===== config.mk =====
export PLATFORM = sky130hd
export DESIGN_NAME = glyph_fetch_ctrl_flat
export DESIGN_NICKNAME = d
export VERILOG_FILES = /design/src/rtl/glyph_fetch_ctrl_if.sv /design/src/rtl/glyph_fetch_ctrl.sv /design/src/flat_wrapper.sv
export SDC_FILE = /design/constraint.sdc
export NUM_CORES = 1
export LEC_CHECK = 0
export CAP_MARGIN = 20
export CORE_ASPECT_RATIO = 1.4
export CORE_MARGIN = 4
export CORE_UTILIZATION = 46
export CTS_CLUSTER_SIZE = 10
export DETAILED_ROUTE_END_ITERATION = 8
export PLACE_DENSITY = 0.8
export SLEW_MARGIN = 30
export SYNTH_ARGS = -nofsm -noshare
export SYNTH_HDL_FRONTEND = slang
export SYNTH_SLANG_ARGS = --single-unit

===== constraint.sdc =====
create_clock -name clk -period 2.07 [get_ports clk]
set_input_delay 0.3105 -clock clk [delete_from_list [all_inputs] [get_ports clk]]
set_output_delay 0.3105 -clock clk [all_outputs]
set_load 0.01 [all_outputs]

===== src/rtl/glyph_fetch_ctrl_if.sv =====
// Bus bundles for glyph_fetch_ctrl: the keyboard-side slot-write handshake and
// the character-ROM read port.
interface glyph_wr_if;
  logic       wr_valid;
  logic [1:0] wr_slot;
  logic [1:0] wr_code;
  logic       wr_ready;

  modport master (output wr_valid, wr_slot, wr_code, input wr_ready);
  modport slave  (input wr_valid, wr_slot, wr_code, output wr_ready);
endinterface

interface glyph_rom_if;
  logic       rom_char_enable;
  logic [5:0] rom_address;
  logic [7:0] rom_data;

  modport master (output rom_char_enable, rom_address, input rom_data);
  modport slave  (input rom_char_enable, rom_address, output rom_data);
endinterface


===== src/rtl/glyph_fetch_ctrl.sv =====
// Character-ROM sequencer for a 4-slot text box on the VGA path: pixel -> ROM
// address (1 clk) -> registered pixel_on (2 clk); slot writes land in vblank only.
module glyph_fetch_ctrl #(
  parameter int ORIGIN_X   = 304,
  parameter int ORIGIN_Y   = 224,
  parameter int SCALE_LOG2 = 1,
  parameter int V_ACTIVE   = 480
) (
  input  logic            clk,
  input  logic            reset,
  input  logic [9:0]      pixel_x,
  input  logic [9:0]      pixel_y,
  input  logic            video_on,
  glyph_wr_if.slave       wr,
  glyph_rom_if.master     rom,
  output logic            pixel_on,
  output logic            video_on_q
);

  localparam int BOX_W = 32 << SCALE_LOG2;
  localparam int BOX_H = 16 << SCALE_LOG2;
  localparam logic [10:0] X_LO    = 11'(ORIGIN_X);
  localparam logic [10:0] X_HI    = 11'(ORIGIN_X + BOX_W);
  localparam logic [10:0] Y_LO    = 11'(ORIGIN_Y);
  localparam logic [10:0] Y_HI    = 11'(ORIGIN_Y + BOX_H);
  localparam logic [10:0] V_BLANK = 11'(V_ACTIVE);

  typedef enum logic [1:0] {IDLE, PENDING, COMMIT} wr_state_e;

  wr_state_e   state_q;
  logic        wr_ready_q;
  logic [1:0]  cap_slot_q;
  logic [1:0]  cap_code_q;
  logic [1:0]  slot_q [4];

  // ---- stage 0: pixel -> box coordinates (combinational)
  logic [10:0] px_p0, py_p0, dx_p0, dy_p0;
  logic [4:0]  col_p0;
  logic [3:0]  row_p0;
  logic        vld_p0;
  logic        blank_p0;

  assign px_p0  = {1'b0, pixel_x};
  assign py_p0  = {1'b0, pixel_y};
  assign dx_p0  = px_p0 - X_LO;
  assign dy_p0  = py_p0 - Y_LO;
  assign col_p0 = 5'(dx_p0 >> SCALE_LOG2);
  assign row_p0 = 4'(dy_p0 >> SCALE_LOG2);
  assign vld_p0 = video_on && (px_p0 >= X_LO) && (px_p0 < X_HI)
                           && (py_p0 >= Y_LO) && (py_p0 < Y_HI);
  assign blank_p0 = !video_on && (py_p0 >= V_BLANK);

  // ---- stage 1: ROM address/enable
  logic [5:0]  addr_p1_q, addr_p1_d;
  logic [2:0]  bit_p1_q;
  logic        vld_p1_q;
  logic        vid_p1_q;

  // Address holds outside the box so the ROM bus stays quiet between glyphs.
  assign addr_p1_d = vld_p0 ? {slot_q[col_p0[4:3]], row_p0} : addr_p1_q;

  always_ff @(posedge clk or posedge reset) begin
    if (reset) begin
      addr_p1_q <= '0;
      bit_p1_q  <= '0;
      vld_p1_q  <= 1'b0;
      vid_p1_q  <= 1'b0;
    end else begin
      addr_p1_q <= addr_p1_d;
      bit_p1_q  <= col_p0[2:0];
      vld_p1_q  <= vld_p0;
      vid_p1_q  <= video_on;
    end
  end

  assign rom.rom_address     = addr_p1_q;
  assign rom.rom_char_enable = vld_p1_q;

  // ---- stage 2: sample the ROM row byte
  logic pon_p2_q;
  logic vid_p2_q;

  always_ff @(posedge clk or posedge reset) begin
    if (reset) begin
      pon_p2_q <= 1'b0;
      vid_p2_q <= 1'b0;
    end else begin
      // The ROM floats its data while disabled, so only sample when enabled.
      pon_p2_q <= vld_p1_q ? rom.rom_data[~bit_p1_q] : 1'b0;
      vid_p2_q <= vid_p1_q;
    end
  end

  assign pixel_on   = pon_p2_q;
  assign video_on_q = vid_p2_q;

  // ---- slot-write FSM: capture any time, commit only in vertical blanking
  always_ff @(posedge clk or posedge reset) begin
    if (reset) begin
      state_q    <= IDLE;
      wr_ready_q <= 1'b1;
      cap_slot_q <= '0;
      cap_code_q <= '0;
      for (int i = 0; i < 4; i++) slot_q[i] <= 2'(i);
    end else begin
      case (state_q)
        IDLE: begin
          if (wr.wr_valid) begin
            cap_slot_q <= wr.wr_slot;
            cap_code_q <= wr.wr_code;
            wr_ready_q <= 1'b0;
            state_q    <= PENDING;
          end
        end
        PENDING: begin
          if (blank_p0) state_q <= COMMIT;
        end
        COMMIT: begin
          slot_q[cap_slot_q] <= cap_code_q;
          wr_ready_q         <= 1'b1;
          state_q            <= IDLE;
        end
        default: begin
          wr_ready_q <= 1'b1;
          state_q    <= IDLE;
        end
      endcase
    end
  end

  assign wr.wr_ready = wr_ready_q;

endmodule

===== src/flat_wrapper.sv =====
// flat-port wrapper written by rule: the top's interface ports become plain ports
module glyph_fetch_ctrl_flat 
#(
  parameter int ORIGIN_X   = 304,
  parameter int ORIGIN_Y   = 224,
  parameter int SCALE_LOG2 = 1,
  parameter int V_ACTIVE   = 480
)
  (clk, reset, pixel_x, pixel_y, video_on, pixel_on, video_on_q, wr_wr_valid, wr_wr_slot, wr_wr_code, wr_wr_ready, rom_rom_char_enable, rom_rom_address, rom_rom_data);
  glyph_wr_if wr_i ();
  glyph_rom_if rom_i ();
  input  logic clk;
  input  logic reset;
  input  logic [9:0] pixel_x;
  input  logic [9:0] pixel_y;
  input  logic video_on;
  output logic pixel_on;
  output logic video_on_q;
  input wire logic [$bits(wr_i.wr_valid)-1:0] wr_wr_valid;
  input wire logic [$bits(wr_i.wr_slot)-1:0] wr_wr_slot;
  input wire logic [$bits(wr_i.wr_code)-1:0] wr_wr_code;
  output wire logic [$bits(wr_i.wr_ready)-1:0] wr_wr_ready;
  output wire logic [$bits(rom_i.rom_char_enable)-1:0] rom_rom_char_enable;
  output wire logic [$bits(rom_i.rom_address)-1:0] rom_rom_address;
  input wire logic [$bits(rom_i.rom_data)-1:0] rom_rom_data;
  assign wr_i.wr_valid = wr_wr_valid;
  assign wr_i.wr_slot = wr_wr_slot;
  assign wr_i.wr_code = wr_wr_code;
  assign wr_wr_ready = wr_i.wr_ready;
  assign rom_rom_char_enable = rom_i.rom_char_enable;
  assign rom_rom_address = rom_i.rom_address;
  assign rom_i.rom_data = rom_rom_data;
  glyph_fetch_ctrl #(.ORIGIN_X(ORIGIN_X), .ORIGIN_Y(ORIGIN_Y), .SCALE_LOG2(SCALE_LOG2), .V_ACTIVE(V_ACTIVE)) u_core (.clk(clk), .reset(reset), .pixel_x(pixel_x), .pixel_y(pixel_y), .video_on(video_on), .wr(wr_i), .rom(rom_i), .pixel_on(pixel_on), .video_on_q(video_on_q));
endmodule

# After elaboration in Yosys (flattened, before gate mapping)
# Index checks and enable logic that the tools add are counted.
# op_classes
muxes,14
n_reduce_logical,11
n_addsub,2
bitwise_logic,4
magnitude_cmp,9
eq_ne,4
# op_table
op,n
10-bit by 9-bit >= comparator with 1-bit output (second input constant),2
10-bit by 9-bit less-than comparator with 1-bit output (second input constant),2
10-bit by 8-bit >= comparator with 1-bit output (second input constant),1
2-bit two-way mux,5
8-bit bitwise mux,1
3-bit >= comparator (second input constant),2
1-bit logical AND,6
2-bit inverter with 3-bit output,2
2-bit AND reduction,3
6-bit subtractor (second input constant),1
5-bit by 1-bit subtractor with 5-bit output (second input constant),1
2-bit binary-select mux with 2-bit select,1
2-bit demux with 2-bit select,1
3-bit by 4-bit less-than comparator with 1-bit output (second input constant),1
2-bit case mux with 2 select lines,1
1-bit binary-select mux with 3-bit select,1
3-bit by 1-bit less-than comparator with 1-bit output (second input constant),1
1-bit two-way mux,3
3-bit inverter,1
2-bit by 1-bit equality test with 1-bit output (second input constant),1
2-bit equality test (second input constant),1
2-bit logical NOT,1
2-bit by 1-bit inequality test with 1-bit output (second input constant),1
2-bit inequality test (second input constant),1
3 further kinds,3
# totals
ff_bits,28
wordCells,58
inputBits,36

# Logic depth before layout (Yosys ltp)
# logic_depth
ltp_word,6
depth_mapped,4
ltp_nobuf,4

# Worst setup path after synthesis
# OpenSTA, ideal clock, no wires.
# synth_timing
path_type,in2reg
start,in pixel_x[4]
end,reg u_core.addr_p1_q[5] (netlist: u_core.rom.rom_address[5])
path_buffers,0
cell_stages,3
t_required_ns,1.945
path_slack_ns,0.599
arrival_time_ns,1.346
path_cell_list,ha_1 mux4_2 mux2_2
# synth_via
elab_chain_cells,5
# synth_rtl
element,line,text
start: declaration,flat_wrapper.sv:14,input logic [9:0] pixel_x;
6-bit subtractor or 10-bit by 9-bit >= comparator with 1-bit output (tied branches),"glyph_fetch_ctrl.sv:45, glyph_fetch_ctrl.sv:49",
2-bit inverter with 3-bit output (not written as such) or 1-bit logical AND (tied branches),"glyph_fetch_ctrl.sv:60, glyph_fetch_ctrl.sv:49",
2-bit binary-select mux with 2-bit select or 1-bit logical AND (tied branches),"glyph_fetch_ctrl.sv:60, glyph_fetch_ctrl.sv:49",
2-bit two-way mux (not written as such) or 1-bit logical AND (tied branches) (2 in a row),"glyph_fetch_ctrl.sv:60, glyph_fetch_ctrl.sv:50",
end signal: assignment,glyph_fetch_ctrl.sv:69,addr_p1_q <= addr_p1_d;
end: declaration,glyph_fetch_ctrl.sv:54,"logic [5:0] addr_p1_q, addr_p1_d;"
# Parallel ways exist; a longest one is shown, timed or not. The select of a mux whose other input is x is not followed.
# A chain may end at the register's enable or synchronous reset.

# Worst setup path in the final report
# layout_timing
start,reg u_core.wr_ready_q (netlist: u_core.wr.wr_ready)
end,out wr_wr_ready
# layout_lines
element,line,text
start: declaration,glyph_fetch_ctrl.sv:31,logic wr_ready_q;
start signal: assignment,glyph_fetch_ctrl.sv:101,wr_ready_q <= 1'b1;
start signal: assignment,glyph_fetch_ctrl.sv:111,wr_ready_q <= 1'b0;
start signal: assignment,glyph_fetch_ctrl.sv:120,wr_ready_q <= 1'b1;
end: declaration,flat_wrapper.sv:22,output wire logic [$bits(wr_i.wr_ready)-1:0] wr_wr_ready;
# No word-level cell between the ends.

==> results.toml <==
[floorplan]
ioPinCount = 46
num_rows = 21
start_util = 0.489
die_w_um = 50.8
chipHeight_um = 68.0
coreArea_um2 = 2420
die_area_um2 = 3450

[critical_path]
reg2reg_depth = 2
r2r_end = "u_core.slot_q[7]"
slowest_stage = "dfstp_2"
worstSetupPathType = "register to output pin"
start_kind = "register"
crit_buf_inv = 1
cp.arrival_ns = 1.40
r2r_slack_ns = 0.53
crit_required_ns = 1.76
max_stage_delay_ns = 0.55
crit_chain = "clkdlybuf4s50_1"
path_delay_family = "flip-flops"
cp-end-kind = "output pin"
cp_max_fo = 2
r2r_start = "u_core.state_q[1]"

[global_route]
grt_pass1_wl_um = 4120
grt_max_degree = 29
grt_pass1_vias = 887
grt_usage = 0.164
grt-ovfl-total = 0
antenna_found_initial = 0

[synth]
ys.warnings.count = 0
yosysMostFrequentCell = "dfrtp_1"
synth_top_area_cell = "dfrtp_1"
synth_top_family_by_area = "multiplexers"
synth_top_area_frac = 0.487
synthTopCellsByArea = "dfrtp_1, mux2_2, dfstp_2"
synth_adder_area_share = 0.0106
synth_xor_area_frac = 0.00742
synth-seq-area-share = 0.599
synth_edf_count = 0
synthFlopType = "dfrtp_1"
ys_types = 23
ys_ff_latch = 28
synth_compound_area_frac = 0.0328
synth_fp_nets = 112
synth_mux_area_frac = 0.247
async_flop_share = 1.00
synth_common_cells = "dfrtp_1, mux2_2, dfstp_2"
synthCells = 75
syn_avg_cell_area_um2 = 15.7
syn_area_um2 = 1180
synth_simple_gate_area_frac = 0.0943

[timing]
tns_ns = 0
drv_slew = 0
rsz0062_at_grt = "no"
clock_skew_ns = 0.00621
tightest_slew_ns = 0.635
fmax_ghz = 0.585
slew_headroom = 0.571
post-route-period-util = 0.825
finalHoldViolCount = 0
min_period_ns = 1.71
holdWs_ns = 0.326
setup_viol = 0

[cts]
clockBufferDepth = 2
postCtsSetupBuffers = 0
ctsHtreeMaxLevel = 1
cts_resized = 0
cts_sinks = 28
numCtsBuffers = 3
clkSlewWorstSetupHoldPaths_ns = 0.14
clock_latency_ns = 0.32
cts-root-buf = "clkbuf_4"
cts_tree = "done"
cts_hold_buf = 0

[flow_run]
drv_cap = 0

[route]
drc = 0
via_per_inst = 5.20
drt-pass1-iter-count = 3
finalWirelength_um = 2390
antenna_left = 0
wl_per_cell_um = 15.1
vias = 822
first_iter_violations = 8

[placement]
numPortBuffers = 43
dp.final_hpwl_um = 2000
place.gp.congestion = 0.747

[status]
outcome = "finished clean"

[cells_and_area]
area.growth.synth_to_final_pct = 44.4
n_antenna_cell = 0
nets = 162
drive_above_1_share = 0.298

[pwr]
p_leak_nw = 0.743
vdd_ir_drop_max_uv = 649
p_total_mw = 1.43
p_per_area_nw_per_um2 = 841

[worst_hold_path]
min_path_type = "primary input to asynchronous set/reset pin"
-- registers in the layout, indices dropped and copies added, names as in the netlist --
register / count
u_core.bit_p1_q: 3
u_core.cap_code_q: 2
u_core.vid_p1_q: 1
u_core.rom.rom_address: 6
u_core.state_q: 2
u_core.slot_q: 8
u_core.rom.rom_char_enable: 1
u_core.pixel_on: 1
u_core.cap_slot_q: 2
u_core.video_on_q: 1
u_core.wr.wr_ready: 1
-- logic make-up (layout without fill, tap and decap cells) --
group,count (synthesis),count (layout)
adders and majority gates,1,1
and+or+nand+nor,14,14
muxes,23,23
xor gates and xnor gates,1,1
DFF,28,28
AOI/OAI and AO/OA,5,5
buffers and inverters,3,52
-- metal layers --
metal  track usage  vias up  part of all wire
li1              -      379                 -
met1         0.176      399              0.37
met2         0.299       38              0.52
met3        0.0436        6             0.084
met4        0.0774        0             0.026
met5             0        -                 0
-- cells in the final DEF, fill, tap and decap left out, types with 2 or more instances in the layout --
cell	instances
mux2_2	19
inv_1	3
nand2b_1	2
clkdlybuf4s50_1	43
dfstp_2	5
mux4_2	3
nor2_1	3
buf_4	2
dfrtp_1	23
clkbuf_4	3
and4bb_2	2
-- how the worst max path moves through the flow --
stage	startpoint	end	slack [ns]	cells after the start
2_1_floorplan	pixel_x[4]	u_core.rom.rom_address[5]	0.60	3
3_3_place_gp	pixel_x[4]	u_core.rom.rom_address[5]	0.11	4
3_5_place_dp	pixel_x[4]	u_core.rom.rom_address[5]	0.10	4
4_1_cts	u_core.wr.wr_ready	wr_wr_ready	0.34	1
5_1_grt	u_core.wr.wr_ready	wr_wr_ready	0.31	1
6_report	u_core.wr.wr_ready	wr_wr_ready	0.36	1
-- stage by stage --
step	instance area, µm²	instances	worst slack, ns	utilization
after floorplan	1180	75	0.599	-
after detailed placement	1670	154	0.101	0.690
after global routing	1710	158	0.311	0.705
after CTS	1710	158	0.344	0.705
final	1710	158	0.362	0.705
after global placement	1670	154	0.108	0.690
-- power breakdown --
part / internal [mW] / total [mW] / leakage [nW] / switching, mW
sequential: 0.714 / 0.823 / 0.345 / 0.109
clock: 0.108 / 0.262 / 0.0210 / 0.154
combinational: 0.246 / 0.349 / 0.377 / 0.103
-- cell type report --
class                      count  area, µm²
timing repair buffer          45        445
inverter                       3       11.3
tap                           34       42.5
multi-input combinational     44        463
fill                         196        712
clock buffer                   4       36.3
sequential                    28        707
Power figures use the tool's default switching activity.
